`config.mk`:
```
export PLATFORM = sky130hd
export DESIGN_NAME = dcache_write_buffer
export DESIGN_NICKNAME = d
export VERILOG_FILES = /design/src/rtl/cache_pkg.sv /design/src/rtl/wb_fifo.sv /design/src/rtl/dcache_write_buffer.sv
export SDC_FILE = /design/constraint.sdc
export NUM_CORES = 1
export LEC_CHECK = 0
export CORE_MARGIN = 1
export CORE_UTILIZATION = 58
export CTS_CLUSTER_DIAMETER = 200
export DETAILED_ROUTE_END_ITERATION = 8
export GPL_ROUTABILITY_DRIVEN = 0
export PLACE_DENSITY = 0.84
export SLEW_MARGIN = 20
export SYNTH_ARGS = -nofsm -noshare
export SYNTH_HDL_FRONTEND = slang
export SYNTH_SLANG_ARGS = --single-unit
```
`constraint.sdc`:
```
create_clock -name clk -period 16.1 [get_ports clk]
set_clock_uncertainty 0.2 [all_clocks]
set_input_delay 2.415 -clock clk [delete_from_list [all_inputs] [get_ports clk]]
set_output_delay 2.415 -clock clk [all_outputs]
set_load 0.01 [all_outputs]
```
`src/rtl/cache_pkg.sv`:
```
// Shared definitions for the data-cache write buffer: default widths,
// memory-side FSM encoding and block typedefs.
package cache_pkg;

  localparam int AW_DEF = 28;
  localparam int DW_DEF = 128;

  typedef enum logic [1:0] {
    ST_IDLE  = 2'd0,
    ST_DRAIN = 2'd1,
    ST_READ  = 2'd2
  } mem_state_t;

  typedef logic [AW_DEF-1:0] blk_addr_t;
  typedef logic [DW_DEF-1:0] blk_data_t;

endpackage

```
`src/rtl/wb_fifo.sv`:
```
// Circular store of posted write blocks with head/tail/count bookkeeping and
// a parallel address CAM that reports the newest valid matching entry.
module wb_fifo
  import cache_pkg::*;
#(
  parameter int DEPTH = 4,
  parameter int AW    = AW_DEF,
  parameter int DW    = DW_DEF
) (
  input  logic                     clk,
  input  logic                     proc_reset,
  input  logic                     push,
  input  logic                     coalesce,
  input  logic [$clog2(DEPTH)-1:0] coalesce_idx,
  input  logic [AW-1:0]            wr_addr,
  input  logic [DW-1:0]            wr_data,
  input  logic                     pop,
  input  logic [AW-1:0]            lookup_addr,
  output logic [AW-1:0]            head_addr,
  output logic [DW-1:0]            head_data,
  output logic [$clog2(DEPTH)-1:0] head_idx,
  output logic [$clog2(DEPTH):0]   count,
  output logic [$clog2(DEPTH):0]   count_next,
  output logic                     hit,
  output logic [$clog2(DEPTH)-1:0] hit_idx,
  output logic [DW-1:0]            hit_data
);

  localparam int IW = $clog2(DEPTH);
  localparam int CW = IW + 1;

  logic [AW-1:0]    addr_mem [DEPTH];
  logic [DW-1:0]    data_mem [DEPTH];
  logic [IW-1:0]    head_reg;
  logic [IW-1:0]    tail_reg;
  logic [CW-1:0]    count_reg;
  logic [DEPTH-1:0] match;

  assign count_next = count_reg + CW'(push) - CW'(pop);

  always_ff @(posedge clk) begin
    if (proc_reset) begin
      head_reg  <= '0;
      tail_reg  <= '0;
      count_reg <= '0;
    end else begin
      if (push) tail_reg <= tail_reg + IW'(1);
      if (pop)  head_reg <= head_reg + IW'(1);
      count_reg <= count_next;
    end
  end

  // Storage needs no reset: validity comes solely from head/count.
  always_ff @(posedge clk) begin
    if (push) begin
      addr_mem[tail_reg] <= wr_addr;
      data_mem[tail_reg] <= wr_data;
    end else if (coalesce) begin
      data_mem[coalesce_idx] <= wr_data;
    end
  end

  genvar gi;
  generate
    for (gi = 0; gi < DEPTH; gi++) begin : g_cam
      logic [IW-1:0] age;
      assign age       = IW'(gi) - head_reg;
      assign match[gi] = ({1'b0, age} < count_reg) && (addr_mem[gi] == lookup_addr);
    end
  endgenerate

  // Walk from oldest to newest so the last hit found is the newest one.
  always_comb begin
    hit     = 1'b0;
    hit_idx = '0;
    for (int k = 0; k < DEPTH; k++) begin
      if (match[head_reg + IW'(k)]) begin
        hit     = 1'b1;
        hit_idx = head_reg + IW'(k);
      end
    end
  end

  assign head_addr = addr_mem[head_reg];
  assign head_data = data_mem[head_reg];
  assign head_idx  = head_reg;
  assign count     = count_reg;
  assign hit_data  = data_mem[hit_idx];

endmodule

```
`src/rtl/dcache_write_buffer.sv`:
```
// Posted-write buffer between the data cache and slow memory: absorbs
// write-backs, forwards buffered blocks to refills, drains in background.
module dcache_write_buffer
  import cache_pkg::*;
#(
  parameter int DEPTH = 4,
  parameter int AW    = AW_DEF,
  parameter int DW    = DW_DEF
) (
  input  logic          clk,
  input  logic          proc_reset,
  input  logic          c_read,
  input  logic          c_write,
  input  logic [AW-1:0] c_addr,
  input  logic [DW-1:0] c_wdata,
  output logic [DW-1:0] c_rdata,
  output logic          c_ready,
  output logic          mem_read,
  output logic          mem_write,
  output logic [AW-1:0] mem_addr,
  output logic [DW-1:0] mem_wdata,
  input  logic [DW-1:0] mem_rdata,
  input  logic          mem_ready,
  output logic          wb_empty
);

  localparam int IW = $clog2(DEPTH);
  localparam int CW = IW + 1;

  mem_state_t state_reg, state_next;

  logic          c_ready_reg, c_ready_next;
  logic [DW-1:0] c_rdata_reg, c_rdata_next;
  logic          mem_read_reg, mem_read_next;
  logic          mem_write_reg, mem_write_next;
  logic [AW-1:0] mem_addr_reg, mem_addr_next;
  logic [DW-1:0] mem_wdata_reg, mem_wdata_next;
  logic          wb_empty_reg, wb_empty_next;

  logic [AW-1:0] head_addr;
  logic [DW-1:0] head_data, hit_data;
  logic [IW-1:0] head_idx, hit_idx;
  logic [CW-1:0] count, count_next;
  logic          hit;

  logic read_req, read_hit, read_miss, write_req;
  logic drain_start, head_busy, coalesce, push, pop;

  // Requests are only taken when c_ready is low; the pulse cycle belongs to the cache.
  always_comb begin
    read_req    = c_read && !c_ready_reg && (state_reg != ST_READ);
    read_hit    = read_req && hit;
    read_miss   = read_req && !hit;
    drain_start = (state_reg == ST_IDLE) && !read_miss && (count != '0);
    // A head whose drain launches this edge is treated as in flight, so its
    // latched mem_wdata can never go stale through a coalesce.
    head_busy   = (state_reg == ST_DRAIN) || drain_start;
    write_req   = c_write && !c_read && !c_ready_reg;
    coalesce    = write_req && hit && !(head_busy && (hit_idx == head_idx));
    push        = write_req && !coalesce && (count < CW'(DEPTH));
    pop         = (state_reg == ST_DRAIN) && mem_ready;
  end

  wb_fifo #(.DEPTH(DEPTH), .AW(AW), .DW(DW)) u_fifo (
    .clk          (clk),
    .proc_reset   (proc_reset),
    .push         (push),
    .coalesce     (coalesce),
    .coalesce_idx (hit_idx),
    .wr_addr      (c_addr),
    .wr_data      (c_wdata),
    .pop          (pop),
    .lookup_addr  (c_addr),
    .head_addr    (head_addr),
    .head_data    (head_data),
    .head_idx     (head_idx),
    .count        (count),
    .count_next   (count_next),
    .hit          (hit),
    .hit_idx      (hit_idx),
    .hit_data     (hit_data)
  );

  always_ff @(posedge clk) begin
    if (proc_reset) state_reg <= ST_IDLE;
    else            state_reg <= state_next;
  end

  always_comb begin
    state_next = state_reg;
    case (state_reg)
      ST_IDLE: begin
        if (read_miss)        state_next = ST_READ;
        else if (drain_start) state_next = ST_DRAIN;
      end
      ST_DRAIN: if (mem_ready) state_next = ST_IDLE;
      ST_READ:  if (mem_ready) state_next = ST_IDLE;
      default:  state_next = ST_IDLE;
    endcase
  end

  always_comb begin
    c_ready_next   = 1'b0;
    c_rdata_next   = c_rdata_reg;
    mem_read_next  = mem_read_reg;
    mem_write_next = mem_write_reg;
    mem_addr_next  = mem_addr_reg;
    mem_wdata_next = mem_wdata_reg;
    case (state_reg)
      ST_IDLE: begin
        if (read_miss) begin
          mem_read_next = 1'b1;
          mem_addr_next = c_addr;
        end else if (drain_start) begin
          mem_write_next = 1'b1;
          mem_addr_next  = head_addr;
          mem_wdata_next = head_data;
        end
      end
      ST_DRAIN: if (mem_ready) mem_write_next = 1'b0;
      ST_READ: begin
        if (mem_ready) begin
          mem_read_next = 1'b0;
          c_ready_next  = 1'b1;
          c_rdata_next  = mem_rdata;
        end
      end
      default: ;
    endcase
    if (read_hit) begin
      c_ready_next = 1'b1;
      c_rdata_next = hit_data;
    end
    if (coalesce || push) c_ready_next = 1'b1;
  end

  assign wb_empty_next = (count_next == '0) && (state_next != ST_DRAIN);

  always_ff @(posedge clk) begin
    if (proc_reset) begin
      c_ready_reg   <= 1'b0;
      c_rdata_reg   <= '0;
      mem_read_reg  <= 1'b0;
      mem_write_reg <= 1'b0;
      mem_addr_reg  <= '0;
      mem_wdata_reg <= '0;
      wb_empty_reg  <= 1'b1;
    end else begin
      c_ready_reg   <= c_ready_next;
      c_rdata_reg   <= c_rdata_next;
      mem_read_reg  <= mem_read_next;
      mem_write_reg <= mem_write_next;
      mem_addr_reg  <= mem_addr_next;
      mem_wdata_reg <= mem_wdata_next;
      wb_empty_reg  <= wb_empty_next;
    end
  end

  assign c_ready   = c_ready_reg;
  assign c_rdata   = c_rdata_reg;
  assign mem_read  = mem_read_reg;
  assign mem_write = mem_write_reg;
  assign mem_addr  = mem_addr_reg;
  assign mem_wdata = mem_wdata_reg;
  assign wb_empty  = wb_empty_reg;

endmodule

```
After elaboration in Yosys (flattened, before gate mapping)
Memory sizes are Yosys's and may differ from the RTL's. A register that Yosys moved wholly into a read port is not among the register bits.
Cells that the tools add are included.

cells by class
  $add $sub $neg = 10
  magnitude comparators = 9
  equal/unequal tests = 14
  mux-type cells = 45
  bitwise operators = 1
  reductions and logical operators = 42

operator list
  cell                   count
  $mux W128              4
  $reduce_or A128 Y1     1
  $eq A28 B28 Y1         4
  $mux W28               2
  $mux W1                22
  $mux W2                10
  $logic_and A1 B1 Y1    19
  $lt A2 B3 Y1           4
  $lt A2 B3 Y1 const B   4
  $ne A2 B2 Y1 const B   6
  $reduce_bool A2 Y1     5
  $bmux W1 S2            4
  $logic_not A1 Y1       6
  $reduce_and A3 Y1      2
  $add A2 B1 Y2 const B  2
  $add A2 B2 Y2 const B  2
  $pmux W1 S2            2
  $pmux W2 S2            1
  $reduce_and A2 Y1      2
  $reduce_and A4 Y1      1
  $sub A1 B2 Y2 const A  2
  $sub A2 B2 Y2 const A  2
  $add A3 B1 Y3          1
  $logic_not A3 Y1       1
  11 further kinds       12

storage, ports and cells
  bits in registers = 169
  RAM bits = 624
  input port bits = 289
  output and inout port bits = 288
  word-level logic and storage cells = 133
  memories kept = 2

memories
  name             depth  width  read ports  clocked after Yosys merged registers in  write ports  line           source
  u_fifo.data_mem  4      128    2           1                                        1            wb_fifo.sv:33  logic [DW-1:0] data_mem [DEPTH];
  u_fifo.addr_mem  4      28     5           1                                        1            wb_fifo.sv:32  logic [AW-1:0] addr_mem [DEPTH];

Longest topological paths before layout
  depth after elaboration = 25
  gate-level depth with buffers = 20
  depth with buffers taken out = 17

Modules after synthesis
A second synthesis with hierarchy kept.

unflattened totals
  cell total of the unflattened synthesis = 2782
  area total of the unflattened synthesis = 39769.4 sq um

modules (own cells, without submodules)
  module               times used  cells an instance  area an instance (sq um)  sequential area each (sq um)
  wb_fifo              1           1480               28880.2                   18918.1
  dcache_write_buffer  1           1302               10889.2                   5805.6

Worst setup path before layout
OpenSTA, ideal clock, no wires.

  path type = input -> register
  from = input port c_addr[14]
  to = memory u_fifo.data_mem[1][0] (netlist name) (enable)
  setup time = 0.671 ns
  data arrival time = 10.820 ns
  data required time = 15.229 ns
  slack = 4.409 ns
  stages = 10
  buffers on the path = 1
  cell sequence = buf_2 > xor2_1 > nor4_1 > o21ai_1 > nor4_4 > nor4_2 > a21o_1 > a32o_1 > nand3_1 > mux2i_1

on the way
  word-level cells in the longest chain between the ends = 24
  elaborated cells between the ends (all ways) = 46
  classes of those cells = 5 x eq/ne; 23 x mux; 18 x reduce/logical

ends and longest elaborated chain
  element                                              line                       source
  start, declared                                      dcache_write_buffer.sv:14  input logic [AW-1:0] c_addr,
  $eq A28 B28 Y1                                       wb_fifo.sv:68              assign match[gi] = ({1'b0, age} < count_reg) && (addr_mem[gi] == lookup_addr);
  $logic_and A1 B1 Y1                                  wb_fifo.sv:68
  $bmux W1 S2                                          wb_fifo.sv:77              if (match[head_reg + IW'(k)]) begin
  $mux W1 (implied by the code)                        wb_fifo.sv:77
  $mux W1 (4 in series)                                wb_fifo.sv:77
  $logic_not A1 Y1                                     dcache_write_buffer.sv:53  read_miss = read_req && !hit;
  $logic_and A1 B1 Y1                                  dcache_write_buffer.sv:53
  $logic_not A1 Y1                                     dcache_write_buffer.sv:54  drain_start = (state_reg == ST_IDLE) && !read_miss && (count != '0);
  (+4 left out)                                        n/a
  $logic_not A1 Y1                                     dcache_write_buffer.sv:59  coalesce = write_req && hit && !(head_busy && (hit_idx == head_idx));
  $logic_and A1 B1 Y1                                  dcache_write_buffer.sv:59
  $logic_not A1 Y1                                     dcache_write_buffer.sv:60  push = write_req && !coalesce && (count < CW'(DEPTH));
  $logic_and A1 B1 Y1 (2 in series)                    dcache_write_buffer.sv:60
  $mux W1                                              wb_fifo.sv:55              if (push) begin
  $mux W1 (implied by the code)                        wb_fifo.sv:59              data_mem[coalesce_idx] <= wr_data;
  $reduce_or A128 Y1 (no source line)                  n/a
  $mux W2 (no source line) or $mux W1 (tied branches)  n/a
  end, declared                                        wb_fifo.sv:33

Several ways; a longest one is shown, not always the timed one. The select of a mux whose other input is x is not followed.

Worst setup path after layout
  from = input port c_addr[15]
  to = memory u_fifo.data_mem[2][4] (netlist name) (enable)

Same word-level chain as after synthesis.

==> impl_metrics.yaml <==
finish:
  largest_reg_flops: 512
  final_cells: 4033
  drive_above_1_share_pct: 11.1
  final_area_um2: 47500
  num-fill-cells: 3867
  layout.nets: 3378
  area_growth_pct: 24.5
outcome:
  status: "finished clean"
yosys:
  yosysMostFrequentCell: "edfxtp_1"
  synth_fa_ha_area_share_pct: 0.511
  synth_compound_area_share_pct: 8.31
  synth_mux_area_share_pct: 16.1
  synthArstFlopShare_pct: 0
  yosys.area_share.simple_pct: 4.96
  synth.cell_area_um2: 38200
  syn_area_per_cell_um2: 14.8
  synth_top_area_share_pct: 49.1
  synthDistinctLibCells: 54
  syn_inst: 2583
  synth_edf_count: 624
  synth_area_leader_cell: "edfxtp_1"
  netlist_top_cells_count: "edfxtp_1, nand2_1, dfxtp_1"
  syn-num-nets: 2887
  synthTopCellsByArea: "edfxtp_1, dfxtp_1, mux4_2, mux2i_1, nand2_1"
  synth_top_family_by_area: "multiplexers"
  ys_seq_elements: 923
  yosysSeqAreaShare_pct: 64.7
  ys.flop_type: "edfxtp_1"
  synth_warnings: 0
  synth_xor_area_share_pct: 2.68
timing:
  fin_crit_ns: 7.63
  maxSlewHeadroom_pct: 22.1
  fmax_mhz: 131
  rsz0062_at_grt: "false"
  setup_viol: 0
  worst_slew_pin_slew_ns: 1.17
  drv_slew: 0
  fin_tns_setup_ns: 0
  final.period_utilization_pct: 47.4
  timing.final.ws_setup_ns: 8.47
  finalHoldViolCount: 0
drt:
  vias: 26400
  totalWireLength_um: 116000
  wl_per_cell_um: 28.7
  dr.pass1.iters: 7
  drt_iter0_drc: 2991
  drcViolationCount: 0
  ant_nets: 0
  via_per_inst: 6.56
critical_path:
  start_kind: "input pin"
  crit_family: "buffers and inverters"
  r2r-end: "u_fifo.data_mem[2][4]$_DFFE_PP_"
  critPathArrivalTime_ns: 7.70
  cp.required_ns: 16.17
  path_cells: "clkdlybuf4s50_1 -> xor2_1 -> nor4_1 -> o21ai_1 -> nor4_4 -> nor4_2 -> a21o_4 -> a32o_1 -> nand3_1 -> mux2_8 -> buf_4"
  crit-reg2reg-launch: "u_fifo.head_idx[1]$_SDFFE_PP0P_"
  endpoint_kind: "register"
  critPathBufInv: 2
  slowest_stage: "buf_4"
  worst-path-max-fanout: 67
  cp_slowest_stage_delay_ns: 0.91
  reg2regPathDepth: 12
  r2r_slack_ns: 8.94
  crit_type: "input pin to register"
power_and_ir_drop:
  power.total_mw: 6.38
  power_density_nw_per_um2: 134
  irDropWorstVdd_v: 0.000123
  power.leakage_nw: 15.0
floorplan:
  fp.dieArea_um2: 66900
  ios: 577
  die-width_um: 259
  rows: 93
  chipHeight_um: 259
  start_util_pct: 58.9
  coreArea_um2: 64800
clock_network:
  ctsHoldBuffers: 0
  clk_latency_ns: 0.66
  cts_buffers: 91
  cts_resized: 0
  htreeDepth: 3
  cts_tree: "yes"
  clk_path_buf_depth: 3
  cts.clk_slew.worst_paths_ns: 0.06
  post_cts_buffers: 0
  clockRootBuffer: "clkbuf_16"
  clock_sinks: 923
placement:
  place_area_um2: 44400
  placed_cells: 3836
  hpwlAfterDp_um: 71800
  port_buffers: 576
  place_ws_ns: 7.87
global_route:
  grt_pass1_vias: 27000
  antenna_found_initial: 35
  grt-ovfl-total: 0
  grt_usage_pct: 34.0
  grt_start_max_net_pins: 133
  grt_first_pass_wirelength_um: 169000
min_path:
  min_path_cells: 2
  min_from: "mem_wdata[20]$_SDFFE_PP0P_"
  hold_path.class: "register to register"
  min_to: "mem_wdata[20]$_SDFFE_PP0P_"
run:
  cap_violations: 0
metrics by stage:
step | util, % | hold slack (ns)
6_report | 73.4 | 0.254
5_1_grt | 73.3 | 0.273
4_1_cts | 73.3 | 0.257
3_5_place_dp | 68.6 | 0.248
3_3_place_gp | 68.6 | 0.242
2_1_floorplan | - | 0.281
kinds of logic after synthesis:
logic type,Yosys count
buf+inv,224
simple gates,442
compound gates,444
fa+ha+maj,15
mux,418
xor+xnor,117
flops,923
worst reg2reg max path, stage by stage, from the launching register on:
cell and delay, ns:
dfxtp_4 0.50, buf_4 0.89, inv_1 0.41, ha_1 0.41
a21oi_1 0.12, o21bai_1 0.16, and4_1 0.31, nor4_2 0.51
a21o_4 0.76, a32o_1 0.28, nand3_1 0.37, mux2_8 0.79
buf_4 1.01
layout by cell type, fill, tap and decap left out, drive strengths merged, types with 2 or more instances in the layout:
cell / Yosys / final
dfxtp: 299 / 299
clkinvlp: 0 / 4
nor2: 48 / 48
mux4: 156 / 156
nor2b: 3 / 3
mux2i: 259 / 259
nand3: 4 / 4
bufinv: 0 / 5
clkinv: 0 / 25
a22oi: 128 / 128
buf: 74 / 32
nor3b: 4 / 4
ha: 14 / 14
clkdlybuf4s50: 0 / 575
clkbuf: 135 / 137
nand4: 16 / 16
edfxtp: 624 / 624
mux2: 3 / 3
o221ai: 128 / 128
and2: 4 / 4
a21boi: 2 / 2
nand2: 326 / 326
nor4: 21 / 21
diode: 0 / 25
nor3: 7 / 7
o21ai: 7 / 7
xnor2: 52 / 52
nand2b: 6 / 6
inv: 15 / 16
a21oi: 143 / 143
xor2: 65 / 65
a311oi: 28 / 28
final cells by class:
cell class / instances / area [um^2] / area share [%]
antenna: 25 / 62.6 / 0.132
clock buffer: 137 / 2650 / 5.56
clock inverter: 35 / 395 / 0.832
inverter: 15 / 56.3 / 0.118
multi-input combinational: 1436 / 12500 / 26.4
sequential: 923 / 24700 / 52.0
tap: 855 / 1070 / 2.25
timing repair buffer: 607 / 6040 / 12.7
worst max path at each step:
stage          cells past startpoint                                to  startpoint
3_5_place_dp                      12  u_fifo.data_mem[3][54]$_DFFE_PP_   c_addr[4]
6_report                          11   u_fifo.data_mem[2][4]$_DFFE_PP_  c_addr[15]
4_1_cts                           11  u_fifo.data_mem[2][77]$_DFFE_PP_  c_addr[15]
3_3_place_gp                      12  u_fifo.data_mem[3][53]$_DFFE_PP_   c_addr[4]
2_1_floorplan                     10   u_fifo.data_mem[1][0]$_DFFE_PP_  c_addr[14]
5_1_grt                           11  u_fifo.data_mem[2][54]$_DFFE_PP_  c_addr[15]
layer usage:
layer	track usage (%)	up-vias	wire length (um)
met4	17.9	24	6410
met5	0	-	159
met3	9.03	359	12400
li1	-	11000	-
met2	55.3	1771	56900
met1	41.8	13300	39900
power by group:
group | internal, mW | total (mW) | switching, mW
Combinational | 0.584 | 1.30 | 0.720
Clock | 1.23 | 2.13 | 0.908
Sequential | 2.77 | 2.95 | 0.177
Note: power is estimated with default switching activity, not from simulation.
